==> config.mk <==
export PLATFORM = sky130hd
export DESIGN_NAME = pipe_stage_fifo_flat
export DESIGN_NICKNAME = d
export VERILOG_FILES = /design/src/rtl/pipe_stage_fifo_if.sv /design/src/rtl/pipe_stage_fifo.sv /design/src/flat_wrapper.sv
export SDC_FILE = /design/constraint.sdc
export NUM_CORES = 1
export LEC_CHECK = 0
export ABC_AREA = 0
export CAP_MARGIN = 30
export CORE_UTILIZATION = 43
export CTS_CLUSTER_SIZE = 24
export DETAILED_ROUTE_END_ITERATION = 10
export PLACE_DENSITY = 0.76
export SYNTH_ARGS = -nofsm -noshare
export SYNTH_HDL_FRONTEND = slang
export SYNTH_SLANG_ARGS = --single-unit
export TNS_END_PERCENT = 50
==> constraint.sdc <==
create_clock -name clk -period 3.3 [get_ports clk]
set_input_delay 0.66 -clock clk [delete_from_list [all_inputs] [get_ports clk]]
set_output_delay 0.66 -clock clk [all_outputs]
set_load 0.02 [all_outputs]
==> src/rtl/pipe_stage_fifo_if.sv <==
// Handshake bundle between the ID stage (master) and the ID->EX buffering stage (slave).
interface pipe_stage_fifo_if #(
  parameter int unsigned DATA_W = 32,
  parameter int unsigned DEPTH  = 2,
  parameter int unsigned CNT_W  = $clog2(DEPTH) + 1
);
  logic              flush;
  logic              hold;
  logic              in_valid;
  logic [DATA_W-1:0] in_data;
  logic              in_ready;
  logic              out_valid;
  logic [DATA_W-1:0] out_data;
  logic              out_ready;
  logic [CNT_W-1:0]  count;

  modport master (
    output flush, hold, in_valid, in_data, out_ready,
    input  in_ready, out_valid, out_data, count
  );

  modport slave (
    input  flush, hold, in_valid, in_data, out_ready,
    output in_ready, out_valid, out_data, count
  );
endinterface

==> src/rtl/pipe_stage_fifo.sv <==
// ID->EX pipeline buffer: circular FIFO with flush, hold and registered-only output path.
module pipe_stage_fifo #(
  parameter int unsigned DATA_W = 32,
  parameter int unsigned DEPTH  = 2,
  parameter int unsigned CNT_W  = $clog2(DEPTH) + 1
) (
  input logic              clk,
  input logic              rst,
  pipe_stage_fifo_if.slave bus
);
  localparam int unsigned PTR_W = $clog2(DEPTH);

  logic [DATA_W-1:0] r_mem [DEPTH];
  logic [PTR_W-1:0]  r_wr_ptr;
  logic [PTR_W-1:0]  r_rd_ptr;
  logic [CNT_W-1:0]  r_count;

  logic w_in_ready;
  logic w_out_valid;
  logic w_push;
  logic w_pop;

  // in_ready looks only at occupancy so no comb path from downstream controls
  always_comb begin
    w_in_ready  = (r_count < CNT_W'(DEPTH));
    w_out_valid = (r_count != '0);
    w_push      = bus.in_valid & w_in_ready & ~bus.flush;
    w_pop       = w_out_valid & bus.out_ready & ~bus.hold & ~bus.flush;
  end

  always_ff @(posedge clk or negedge rst) begin
    if (!rst) begin
      r_wr_ptr <= '0;
      r_rd_ptr <= '0;
      r_count  <= '0;
    end else if (bus.flush) begin
      r_wr_ptr <= '0;
      r_rd_ptr <= '0;
      r_count  <= '0;
    end else begin
      if (w_push) r_wr_ptr <= r_wr_ptr + PTR_W'(1);
      if (w_pop)  r_rd_ptr <= r_rd_ptr + PTR_W'(1);
      case ({w_push, w_pop})
        2'b10:   r_count <= r_count + CNT_W'(1);
        2'b01:   r_count <= r_count - CNT_W'(1);
        default: r_count <= r_count;
      endcase
    end
  end

  // Payload storage needs no reset; stale entries are masked on the output
  always_ff @(posedge clk) begin
    if (w_push) r_mem[r_wr_ptr] <= bus.in_data;
  end

  always_comb begin
    bus.in_ready  = w_in_ready;
    bus.out_valid = w_out_valid;
    bus.out_data  = w_out_valid ? r_mem[r_rd_ptr] : '0;
    bus.count     = r_count;
  end
endmodule

==> src/flat_wrapper.sv <==
// flat-port wrapper written by rule: the top's interface ports become plain ports
module pipe_stage_fifo_flat 
#(
  parameter int unsigned DATA_W = 32,
  parameter int unsigned DEPTH  = 2,
  parameter int unsigned CNT_W  = $clog2(DEPTH) + 1
)
  (clk, rst, bus_flush, bus_hold, bus_in_valid, bus_in_data, bus_out_ready, bus_in_ready, bus_out_valid, bus_out_data, bus_count);
  pipe_stage_fifo_if #(.DATA_W(DATA_W), .DEPTH(DEPTH), .CNT_W(CNT_W)) bus_i ();
  input logic clk;
  input logic rst;
  input wire logic [$bits(bus_i.flush)-1:0] bus_flush;
  input wire logic [$bits(bus_i.hold)-1:0] bus_hold;
  input wire logic [$bits(bus_i.in_valid)-1:0] bus_in_valid;
  input wire logic [$bits(bus_i.in_data)-1:0] bus_in_data;
  input wire logic [$bits(bus_i.out_ready)-1:0] bus_out_ready;
  output wire logic [$bits(bus_i.in_ready)-1:0] bus_in_ready;
  output wire logic [$bits(bus_i.out_valid)-1:0] bus_out_valid;
  output wire logic [$bits(bus_i.out_data)-1:0] bus_out_data;
  output wire logic [$bits(bus_i.count)-1:0] bus_count;
  assign bus_i.flush = bus_flush;
  assign bus_i.hold = bus_hold;
  assign bus_i.in_valid = bus_in_valid;
  assign bus_i.in_data = bus_in_data;
  assign bus_i.out_ready = bus_out_ready;
  assign bus_in_ready = bus_i.in_ready;
  assign bus_out_valid = bus_i.out_valid;
  assign bus_out_data = bus_i.out_data;
  assign bus_count = bus_i.count;
  pipe_stage_fifo #(.DATA_W(DATA_W), .DEPTH(DEPTH), .CNT_W(CNT_W)) u_core (.clk(clk), .rst(rst), .bus(bus_i));
endmodule
==> metrics.md, run 1 <==
| Metric | Value |
|---|---|
| Status | finished clean |
| Required @ worst endpoint | about 2.6 ns |
| Drt via density | 4.788 |
| Vias in the first global route | 1482 |
| Final setup margin | between 0.4 and 0.5 ns |
| Remaining global-route overflow | 0 |
| Endpoint type of the worst setup path | output pin |
| Wirelength per Cell | 13.85 µm |
| TritonCTS Buffers | 9 |
| Max-cap viol count | 0 |
| Critical Path Fanout Max | 20 |
| Relative slew margins | 64.48% |
| Main flop type after synthesis | edfxtp_1 |
| CTS tree | yes |
| LEAKAGE | roughly 0.0012 µW |
| Setup violators final | 0 |
| Die Ht | 80.32 µm |
| Minimum clock period | 2.840 ns |
| Most common cell after layout, fill and taps aside | clkdlybuf4s50_1 |
| Most frequent cells in the layout | clkdlybuf4s50_1 (73), edfxtp_1 (64), nor2_1 (34) |
| Initial antenna violation count | 0 |
| Place WS | 0.7988 ns |
| Slew Limit Fails | 0 |
| Setup_tns | 0 ns |
| Post-synth EDFFs | 64 |
| Share of cells above drive strength 1 | between 10 and 15% |
| Gpl congestion | 0.6713 |
| Final Cycle Share | 86.06% |
| Clock Power Share | 37.0% |
| Skew-Pair Late Insertion Delay | 0.33 ns |
| Total Power | between 2000 and 2500 µW |
| Seq. cell area | between 0.002 and 0.0025 mm² |
| Seq/Total Area, Yosys | 76.66% |
| Post-CTS setup repair buffer count | 0 |
| Clk root buf | clkbuf_8 |
| HP Class | in -> async |
| Synth Area per Inst | 16.48 µm² |
| FP Rows | 28 |
| Fin. Hold Viols | 0 |
| Flop2flop setup slack | 1.67 ns |
| Worst r2r src | u_core.bus.count[1]$_DFFE_PN0P_ |
| DR WL met3 | 255 µm |
| Max Clock Freq | approximately 350 MHz |
| Reg2Reg Depth | 4 |
| RR Endpoint | u_core.r_mem[1][9]$_DFFE_PP_ |
| Post-Syn Area | 0.002638 mm² |
| Maximum vdd drop | around 350 µV |
| Die X | 80.32 µm |
| Clock Tree Buf Depth | 2 |
| Startpoint Class | flip-flop |
| Crit Path Class | reg -> out |
| Worst-Margin Slew | 0.5327 ns |
| Post-route met1 wirelength | 1815 µm |
| Iter 0 DRT Violations | 76 |
| Internal | 1636 µW |
| Starting Density | 44.55% |
| Net Sw Power | 460.9 µW |
| DRT antenna net count | 0 |
| Sw Share | between 20% and 30% |
| First-pass GRT wire length | 6900 µm |
| DR DRC count | 0 |
| Clock Sinks | 68 |
| DRT Pass-1 Iters | 6 |
| PortBufs | 73 |
| Post-synthesis cell count | 160 |
| Final #Nets | 280 |
| Met2 wire len | about 2300 µm |
| Gate power share | 14.9% |
| Largest net degree at the start of global routing | 36 |
| Flop pwr share | 48.1% |
| Post-synth net total | 198 |
| Synth-to-Final Area Change | 40.37% |
| Routed WL | 4446 µm |
| # placed instances | just over 300 |
| Worst EP arrival | 2.18 ns |
| Die area | 0.006451 mm² |
| Io pins | 74 |
| Ys async rst share | 5.882% |
| Clk_skew | ~0.0050 ns |
| DR vias | roughly 1500 |
| Yosys reg bits | 68 |
| Unrepaired setup endpoints after global routing | no |
| Finished Layout Cells | around 320 |
| Ant. Diodes | 0 |
| CTS Hold Bufs | 0 |
| Multi-input logic area | 581.8 µm² |
| DP HPWL | 2826 µm |
| GRT Total Usage | 15.30% |
| CORE AREA | 0.005921 mm² |
| Post-CTS sizing | 0 |
| Clock-pin transition on the worst setup and hold timing paths | about 0.070 ns |
| Syn. warnings | 0 |
| Util after Layout | 62.53% |
| Highest Signal Layer | met4 |
| H-tree levels | 3 |
| P per Cell Area | between 500 and 600 mW/mm² |
| Fillcell total | roughly 450 |
| Netlist cell types | 22 |
through the flow:
step                hold slack [ns]  area [µm²]
global placement             0.5687        3475
CTS                          0.5287        3702
floorplan                    0.3644        2643
detailed placement           0.5853        3475
finish                       0.5319        3702
global route                 0.5265        3702
critical path, stage by stage (launching register included):
cell             delay [ns]
dfrtp_2                0.71
buf_4                  0.29
mux2i_1                0.22
nor2_1                 0.06
clkdlybuf4s50_1        0.55
cell usage after synthesis, types with 2 or more instances:
cell | number | share of area, %
nand2b_1 | 2 | 0.47
nor2_1 | 34 | 4.8
dfrtp_1 | 4 | 3.8
mux2i_1 | 32 | 12
edfxtp_1 | 64 | 73
a21oi_1 | 2 | 0.38
buf_4 | 3 | 0.85
buf_2 | 4 | 0.76
inv_2 | 2 | 0.28
cell type report:
| class | count | area share, % |
|---|---|---|
| clock buffers | 9 | 3.346 |
| clock inverters | 6 | 2.805 |
| inverters | 2 | 0.2028 |
| multi-input cells | 83 | 15.71 |
| flip-flops and latches | 68 | 54.65 |
| well taps | 75 | 2.535 |
| repair buffers | 78 | 20.75 |
how the worst max path moves through the flow:
stage,start,end,slack [ns],cells past startpoint
floorplan,u_core.bus.count[1]$_DFFE_PN0P_,u_core.r_mem[0][0]$_DFFE_PP_,-0.13,3
global placement,u_core.r_rd_ptr$_DFFE_PN0P_,bus_out_data[20],0.80,4
detailed placement,u_core.r_rd_ptr$_DFFE_PN0P_,bus_out_data[25],0.80,4
CTS,u_core.r_rd_ptr$_DFFE_PN0P_,bus_out_data[31],0.41,4
global route,u_core.r_rd_ptr$_DFFE_PN0P_,bus_out_data[31],0.30,4
finish,u_core.r_rd_ptr$_DFFE_PN0P_,bus_out_data[31],0.46,4
layer usage:
| layer | vias to the layer above | GRT usage, % |
|---|---|---|
| li1 | 757 | - |
| met1 | 722 | 16.62 |
| met2 | 49 | 25.73 |
| met3 | 9 | 4.773 |
| met4 | 0 | 10.00 |
| met5 | - | 0 |
logic make-up after synthesis:
group | count (synthesis) | synth area share, %
flip-flops | 68 | 76.66
AND/OR/NAND/NOR | 44 | 7.211
multiplexers | 32 | 12.14
buffers and inverters | 9 | 1.898
AO/OA/AOI/OAI | 6 | 1.755
XOR/XNOR | 1 | 0.3321
sequential cells by signal (all words and copies together) (netlist names):
register / cells
u_core.r_mem: 64
u_core.bus.count: 2
u_core.r_rd_ptr: 1
u_core.r_wr_ptr: 1
power groups by stage:
stage                     Clock, µW  Sequential, µW  Combinational, µW
after CTS                       796            1010                317
after detailed placement          0            1030                316
final                           777            1010                312
after global routing            824            1010                334
after global placement            0            1030                312
after floorplan                   0            1020                157
(Power assumes the default switching activity.)
==> run 2: changes to the inputs <==
Settings changed: CORE_MARGIN set to 5.
Clock period 3.3 ns to 2.55 ns, I/O delays scaled along.
==> metrics.md, run 2 (synthesized netlist as in run 1, its figures left out) <==
| Metric | Value |
|---|---|
| Hold WS | 0.3900 ns (-0.1419 ns) |
| Initial antenna violation count | 0 (unchanged) |
| TritonCTS Buffers | 9 (unchanged) |
| LEAKAGE | 0.001251 µW (+1.3%) |
| Die Ht | 88.32 µm (+10%) |
| Gpl congestion | 0.7370 (+9.8%) |
| Required @ worst endpoint | 2.04 ns (-0.60 ns) |
| Final setup margin | 0.1996 ns (-0.2604 ns) |
| Setup_tns | 0 ns (unchanged) |
| Unrepaired setup endpoints after global routing | no |
| Vias in the first global route | 1642 (+11%) |
| GRT Total Usage | 12.97% (-2.3 points) |
| Fin area | 0.003734 mm² (+0.84%) |
| Fin. Hold Viols | 0 (unchanged) |
| Internal | 2135 µW (+31%) |
| Net Sw Power | 584.2 µW (+27%) |
| Largest Register | u_core.r_mem |
| Clock-pin transition on the worst setup and hold timing paths | 0.07 ns (about the same) |
| Starting Density | 44.29% (-0.26 points) |
| Relative slew margins | 76.93% (+12 points) |
| Startpoint Class | flip-flop |
| Io pins | 74 (unchanged) |
| Critical Path Fanout Max | 18 (-10%) |
| Most common cell after layout, fill and taps aside | clkdlybuf4s50_1 |
| Util after Layout | 62.69% (+0.16 points) |
| Gate power share | 15.6% (+0.7 points) |
| PortBufs | 73 (unchanged) |
| Sw Share | 21.48% (-0.50 points) |
| Worst EP arrival | 1.84 ns (-0.34 ns) |
| Most frequent cells in the layout | clkdlybuf4s50_1 (73), edfxtp_1 (64), nor2_1 (34) |
| Die area | 0.007800 mm² (+21%) |
| Post-DP Area | 0.003502 mm² (+0.79%) |
| Iter 0 DRT Violations | 48 (-37%) |
| FP Rows | 28 (unchanged) |
| Synth-to-Final Area Change | 41.56% |
| CTS Hold Bufs | 0 (unchanged) |
| Setup violators final | 0 (unchanged) |
| Largest net degree at the start of global routing | 36 (unchanged) |
| Remaining global-route overflow | 0 (unchanged) |
| DR vias | 1564 (+1.8%) |
| Clock Sinks | 68 (unchanged) |
| CORE AREA | 0.005956 mm² (+0.59%) |
| Ant. Diodes | 0 (unchanged) |
| Clock Tree Buf Depth | 2 (unchanged) |
| CTS tree | yes |
| Clock Power Share | 36.8% (-0.2 points) |
| Flop pwr share | 47.7% (-0.4 points) |
| Skew-Pair Late Insertion Delay | 0.32 ns (about the same) |
| DRT Pass-1 Iters | 3 (-3) |
| Crit Path Class | reg -> out |
| Max reg flops | 64 (unchanged) |
| Clk root buf | clkbuf_8 |
| Status | finished clean |
| Post-CTS setup repair buffer count | 0 (unchanged) |
| Max Clock Freq | approximately 430 MHz |
| Maximum vdd drop | 464.5 µV (+34%) |
| Clk_skew | 0.004913 ns (-0.0001056 ns) |
| Fillcell total | 465 (+2.6%) |
| P per Cell Area | 728.4 mW/mm² (+29%) |
| Final Cycle Share | 92.17% |
| Endpoint type of the worst setup path | output pin |
| HP Class | in -> async |
| DP HPWL | 3321 µm (+17%) |
| Minimum clock period | about 2.4 ns |
| Die X | 88.32 µm (+10%) |
| Wirelength per Cell | 14.55 µm (+5.0%) |
| Routed WL | 4714 µm (+6.0%) |
| Place WS | 0.5114 ns (-0.2874 ns) |
| Share of cells above drive strength 1 | 11.65% (+0.67 points) |
| Max-cap viol count | 0 (unchanged) |
| Post-CTS sizing | 0 (unchanged) |
| Worst-Margin Slew | 0.3450 ns (-0.1877 ns) |
| DR DRC count | 0 (unchanged) |
| Final #Nets | 282 (+0.71%) |
| Slew Limit Fails | 0 (unchanged) |
| First-pass GRT wire length | 7376 µm (+6.9%) |
| H-tree levels | 3 (unchanged) |
| DRT antenna net count | 0 (unchanged) |
| Drt via density | 4.827 (+0.81%) |
-- run 2: cell types whose count changed in the layout (fill, tap and decap cells not counted) --
| cell | delta |
|---|---|
| clkinv_1 | -1 |
| buf_4 | +1 |
| clkbuf_1 | +2 |
| buf_12 | +1 |
-- run 2: power by group through the flow --
stage                     combinational (µW)  clock (µW)  sequential (µW)
after floorplan                          203           0             1320
after global placement                   424           0             1320
after detailed placement                 430           0             1320
after CTS                                432        1030             1300
after global routing                     455        1080             1300
final                                    423         999             1300
-- run 2: path summary, 6_finish.rpt --
check | startpoint | to | slack [ns] | cells past startpoint
min reg2reg | u_core.r_wr_ptr$_DFFE_PN0P_ | u_core.r_wr_ptr$_DFFE_PN0P_ | 0.60 | 2
max in group asynchronous | rst | u_core.r_rd_ptr$_DFFE_PN0P_ | 1.96 | 1
max reg2reg | u_core.bus.count[1]$_DFFE_PN0P_ | u_core.r_mem[1][29]$_DFFE_PP_ | 1.04 | 4
min in group clk | u_core.r_wr_ptr$_DFFE_PN0P_ | u_core.r_wr_ptr$_DFFE_PN0P_ | 0.60 | 2
max | u_core.r_rd_ptr$_DFFE_PN0P_ | bus_out_data[7] | 0.20 | 4
min | rst | u_core.bus.count[0]$_DFFE_PN0P_ | 0.39 | 1
-- run 2: layer usage --
| metal | track usage, % | routed length (µm) | vias to the layer above |
|---|---|---|---|
| met1 | 12.93 | 1719 | 747 |
| met4 | 6.731 | 108 | 0 |
| met2 | 23.66 | 2538 | 47 |
| li1 | - | - | 760 |
| met5 | 0 | 0 | - |
| met3 | 4.469 | 347 | 10 |
-- run 2: worst max-delay path, cell delays in order, from the launching register on --
cell and delay [ns]:
dfrtp_2 0.40, buf_4 0.22, mux2i_1 0.15, nor2_1 0.13, clkdlybuf4s50_1 0.62
-- run 2: area by class of cell --
cell class | instances | area [µm²] | share of cell area, %
clock buffers | 11 | 131.4 | 3.519
clock inverters | 5 | 100.1 | 2.681
inverters | 2 | 7.507 | 0.2011
multi-input cells | 83 | 581.8 | 15.58
flip-flops and latches | 68 | 2023 | 54.19
well taps | 75 | 93.84 | 2.513
repair buffers | 80 | 795.8 | 21.31
-- run 2: through the flow --
stage | power (µW) | cells
after CTS | 2757 | 324
after global placement | 1743 | 308
after detailed placement | 1751 | 308
final | 2720 | 324
after global routing | 2837 | 324
after floorplan | 1525 | 160
